`config.mk`:
```
export PLATFORM = sky130hd
export DESIGN_NAME = stream_demux
export DESIGN_NICKNAME = d
export VERILOG_FILES = /design/src/rtl/stream_demux_pkg.sv /design/src/rtl/stream_demux_lane.sv /design/src/rtl/stream_demux.sv
export SDC_FILE = /design/constraint.sdc
export NUM_CORES = 1
export LEC_CHECK = 0
export BUFFER_PORTS_ARGS = -buffer_cell sky130_fd_sc_hd__buf_4
export CAP_MARGIN = 20
export CORE_UTILIZATION = 30
export CTS_CLUSTER_DIAMETER = 120
export DETAILED_ROUTE_END_ITERATION = 12
export GPL_ROUTABILITY_DRIVEN = 0
export RECOVER_POWER = 100
export SLEW_MARGIN = 20
export SYNTH_ARGS = -nofsm -noshare
export SYNTH_HDL_FRONTEND = slang
export SYNTH_SLANG_ARGS = --single-unit
```
`constraint.sdc`:
```
create_clock -name clk -period 1.9 [get_ports clk]
set_input_delay 0.38 -clock clk [delete_from_list [all_inputs] [get_ports clk]]
set_output_delay 0.38 -clock clk [all_outputs]
set_load 0.005 [all_outputs]
```
`src/rtl/stream_demux_pkg.sv`:
```
// Shared types and constants for the stream demultiplexer and its lanes.
package demux_pkg;

  // Largest lane count the demux is built and checked for.
  localparam int DEMUX_MAX_OUTPUTS = 16;

  // Width of the saturating drop counter.
  localparam int DROP_COUNT_WIDTH = 8;

  // Occupancy of a single lane's one-entry output slot.
  typedef enum logic {
    LANE_EMPTY = 1'b0,
    LANE_FULL  = 1'b1
  } lane_state_e;

endpackage : demux_pkg

```
`src/rtl/stream_demux_lane.sv`:
```
// One output lane of the demux: a one-entry registered slot with
// valid/ready handshake toward its consumer.
module demux_lane
  import demux_pkg::*;
#(
  parameter int WIDTH = 8
) (
  input  logic             clk,
  input  logic             reset,
  input  logic             load,
  input  logic [WIDTH-1:0] load_data,
  input  logic             out_ready,
  output logic             out_valid,
  output logic [WIDTH-1:0] out_data,
  output logic             can_accept
);

  lane_state_e      state_r;
  logic [WIDTH-1:0] data_r;

  // Slot state machine: load fills (or refills on a same-cycle drain), drain empties.
  always_ff @(posedge clk) begin
    if (reset) begin
      state_r <= LANE_EMPTY;
      data_r  <= {WIDTH{1'b0}};
    end else begin
      case (state_r)
        LANE_EMPTY: begin
          if (load) begin
            state_r <= LANE_FULL;
            data_r  <= load_data;
          end else begin
            state_r <= LANE_EMPTY;
          end
        end
        LANE_FULL: begin
          // The top only loads a full lane when its consumer is draining,
          // so a load here always replaces a beat that has just left.
          if (load) begin
            state_r <= LANE_FULL;
            data_r  <= load_data;
          end else if (out_ready) begin
            state_r <= LANE_EMPTY;
          end else begin
            state_r <= LANE_FULL;
          end
        end
        default: begin
          state_r <= LANE_EMPTY;
        end
      endcase
    end
  end

  assign out_valid  = (state_r == LANE_FULL);
  assign out_data   = data_r;
  assign can_accept = (state_r == LANE_EMPTY) | out_ready;

endmodule : demux_lane

```
`src/rtl/stream_demux.sv`:
```
// Distributes one valid/ready stream over NUM_OUTPUTS registered lanes,
// chosen per beat by in_select. Beats with an out-of-range select are
// consumed and counted in a saturating drop counter. Legal NUM_OUTPUTS: 2..16.
module stream_demux
  import demux_pkg::*;
#(
  parameter  int WIDTH       = 8,
  parameter  int NUM_OUTPUTS = 4,
  localparam int SEL_WIDTH   = $clog2(NUM_OUTPUTS)
) (
  input  logic                        clk,
  input  logic                        reset,
  input  logic                        in_valid,
  output logic                        in_ready,
  input  logic [WIDTH-1:0]            in_data,
  input  logic [SEL_WIDTH-1:0]        in_select,
  output logic [NUM_OUTPUTS-1:0]      out_valid,
  input  logic [NUM_OUTPUTS-1:0]      out_ready,
  output logic [WIDTH-1:0]            out_data [NUM_OUTPUTS-1:0],
  output logic [DROP_COUNT_WIDTH-1:0] drop_count
);

  localparam logic [SEL_WIDTH:0]        LANE_LIMIT = (SEL_WIDTH + 1)'(NUM_OUTPUTS);
  localparam logic [DROP_COUNT_WIDTH-1:0] DROP_MAX = {DROP_COUNT_WIDTH{1'b1}};

  logic                        sel_legal_s;
  logic                        in_ready_s;
  logic                        accept_s;
  logic [NUM_OUTPUTS-1:0]      can_accept_s;
  logic [NUM_OUTPUTS-1:0]      load_s;
  logic [DROP_COUNT_WIDTH-1:0] drop_count_r;

  assign sel_legal_s = ({1'b0, in_select} < LANE_LIMIT);

  // in_ready follows the selected lane; illegal selects are always swallowed.
  always_comb begin
    in_ready_s = 1'b1;
    if (sel_legal_s) begin
      in_ready_s = can_accept_s[in_select];
    end else begin
      in_ready_s = 1'b1;
    end
  end

  assign accept_s = in_valid & in_ready_s;
  assign in_ready = in_ready_s;

  for (genvar i = 0; i < NUM_OUTPUTS; i++) begin : g_lane
    assign load_s[i] = accept_s & sel_legal_s & (in_select == SEL_WIDTH'(i));

    demux_lane #(
      .WIDTH(WIDTH)
    ) u_lane (
      .clk       (clk),
      .reset     (reset),
      .load      (load_s[i]),
      .load_data (in_data),
      .out_ready (out_ready[i]),
      .out_valid (out_valid[i]),
      .out_data  (out_data[i]),
      .can_accept(can_accept_s[i])
    );
  end

  // Count accepted beats whose select names no lane, holding at all-ones.
  always_ff @(posedge clk) begin
    if (reset) begin
      drop_count_r <= {DROP_COUNT_WIDTH{1'b0}};
    end else if (accept_s && !sel_legal_s && (drop_count_r != DROP_MAX)) begin
      drop_count_r <= drop_count_r + {{(DROP_COUNT_WIDTH-1){1'b0}}, 1'b1};
    end else begin
      drop_count_r <= drop_count_r;
    end
  end

  assign drop_count = drop_count_r;

endmodule : stream_demux

```
==> metrics.yaml <==
outcome: "complete, no violations"
hpwlAfterDp_um: 2220
main_combinational_cell_family_by_area_after_synthesis: "multiplexers"
vdd.ir_drop.worst_v: 0.000336
start_kind: "flop"
root_buffer: "sky130_fd_sc_hd__clkbuf_8"
finClkSkew_ns: 0.00649
postSynthRegisterBits: 36
leakage_nw: 0.955
grt_use_total_pct: 12.8
drive_gt1_share_pct: 29.9
sequential_cell_area_sq_um: 721
cp_data_arrival_time_ns: 1.33
multi_input_comb_area_sq_um: 721
grt-ovfl-total: 0
timing.setup.tns_ns: 0
layout.cell_area.non_filler_sq_mm: 0.00203
timing.final.ws_setup_ns: 0.185
floorplan.initialDensity_pct: 31.9
fin_hold_ws_ns: 0.393
critPathMaxFanout: 3
worstHoldPathType: "primary input to flop"
wirelength_um: 3160
maximum_number_of_pins_on_one_net_before_global_route_repair: 45
worst-setup-path-type: "flop to output pin"
yosys-mux-area-fraction_pct: 22.2
place_area_sq_mm: 0.00194
nFillCells: 500
final_period_util_pct: 90.3
ctsResizeCount: 0
synth_seq_area_share_pct: 46.6
clock-sinks: 36
report.final.setup_viol: 0
std_cell_rows: 25
n_antenna_cell: 0
dieArea_sq_mm: 0.00545
detail-route-antenna-nets: 0
max_slew.worst_pin.slew_ns: 0.741
wirelength_per_cell_um: 12.0
post_synth_xor_area_fraction_pct: 0
tritoncts_clock_tree: "done"
drv_slew: 0
ys.warnings.count: 0
leading_cell_type_in_the_layout_fill_and_taps_excluded: "sky130_fd_sc_hd__nand2b_1"
postCtsHoldBufs: 0
detail_route.iter0.violations: 27
insertion_delay_ns: 0.29
max-slew-margin-rel_pct: 50.6
post_synth_and_or_nand_nor_area_fraction_pct: 21.2
timing.final.hold_violations: 0
cts-htree-levels: 2
grt_pass1_wl_um: 4990
clkSlewWorstSetupHoldPaths_ns: 0.08
detail_route.first_pass.iterations: 4
avgSynthCellArea_sq_um: 10.5
fp.dieW_um: 73.8
end_kind: "output pin"
power_density_mw_per_mm2: 804
numCtsBuffers: 5
synth_compound_gate_area_share_pct: 1.29
timing.max_cap.violations: 0
vias_per_cell: 4.25
drcViolationCount: 0
chipHeight_um: 73.8
worst-endpoint-required_ns: 1.52
synth_cell_type_count: 18
pre_cts_ws_ns: 0.240
num-nets-final: 213
flow.area_growth_from_synthesis_pct: 31.3
grt_setup_unrepaired: "no"
num_io_pins: 62
synthesis.instances: 147
mappedNetlistArea_sq_mm: 0.00155
grt_antenna_before_repair: 0
port_buffers: 53
clk_path_buf_depth: 2
cts.repair_timing.setup_buffer_count: 0
core_region_area_sq_mm: 0.00485
routed-via-count: 1123
final.min_clock_period_ns: 1.71
first_global_vias: 1049
timing.fmax_ghz: 0.583
most_used_cells_in_the_layout_excluding_fill_and_tap_cells: "sky130_fd_sc_hd__nand2b_1 (44), sky130_fd_sc_hd__dfxtp_1 (36), sky130_fd_sc_hd__clkbuf_4 (34), sky130_fd_sc_hd__mux2i_1 (32), sky130_fd_sc_hd__buf_4 (16)"
synth-adder-area-share_pct: 0
worst max-delay path, stage by stage (launching register included):
cell	delay (ns)
sky130_fd_sc_hd__dfxtp_1	0.33
sky130_fd_sc_hd__nand2b_1	0.09
sky130_fd_sc_hd__mux4_2	0.48
sky130_fd_sc_hd__clkbuf_4	0.15
stage by stage:
stage | util, % | total power [mW] | instances
floorplan | - | 0.912 | 154
global placement | 40.0 | 0.983 | 256
detailed placement | 40.0 | 0.983 | 256
CTS | 42.3 | 1.66 | 264
global route | 41.9 | 1.71 | 264
finish | 41.9 | 1.63 | 264
path summary, 6_finish.rpt:
| check | startpoint | endpoint | slack, ns | cells after the start |
|---|---|---|---|---|
| setup reg to reg | g_lane[3].u_lane.out_valid | g_lane[3].u_lane.out_data[0] | 0.47 | 4 |
| hold / removal | out_ready[1] | g_lane[1].u_lane.out_valid | 0.39 | 3 |
| setup / recovery | g_lane[3].u_lane.out_valid | in_ready | 0.19 | 3 |
| hold reg to reg | g_lane[0].u_lane.out_data[0] | g_lane[0].u_lane.out_data[0] | 0.48 | 2 |
where the power goes:
group          total, mW  switching [mW]  internal [mW]
combinational      0.161          0.0703         0.0911
clock              0.676           0.288          0.388
sequential         0.795          0.0135          0.781
cell families after synthesis:
kind of cell,count (synthesis)
AO/OA/AOI/OAI,4
buffers and inverters,20
AND/OR/NAND/NOR,53
other,1
flip-flops,36
multiplexers,33
layout make-up:
cell class	instances	area share, %
clock buffers	5	3.39
repair buffers	55	19.4
clock inverters	3	2.09
flip-flops and latches	36	35.5
multi-input cells	98	35.5
well taps	67	4.13
synth_stat cells (all sizes together):
master / n / area share, %
a21oi: 4 / 1.3
buf: 16 / 7.5
mux2i: 32 / 21
dfxtp: 36 / 47
conb: 1 / 0.24
or3: 1 / 0.40
mux4: 1 / 1.5
nand3b: 1 / 0.49
nor2b: 2 / 0.81
nand2b: 44 / 18
nand4: 1 / 0.40
nand2: 1 / 0.24
and3: 1 / 0.40
clkbuf: 4 / 0.97
nand3: 1 / 0.32
nor3: 1 / 0.32
sequential cells by signal, summed over array words and instances, names as in the netlist:
name	count
g_lane.u_lane.out_data	32
g_lane.u_lane.out_valid	4
metal layers:
| layer | vias up | track usage (%) | part of all wire (%) |
|---|---|---|---|
| li1 | 559 | - | - |
| met1 | 513 | 15.1 | 46 |
| met2 | 44 | 19.5 | 45 |
| met3 | 7 | 5.08 | 6.8 |
| met4 | 0 | 7.69 | 2.2 |
| met5 | - | 0 | 0 |
Note: power is estimated with default switching activity, not from simulation.
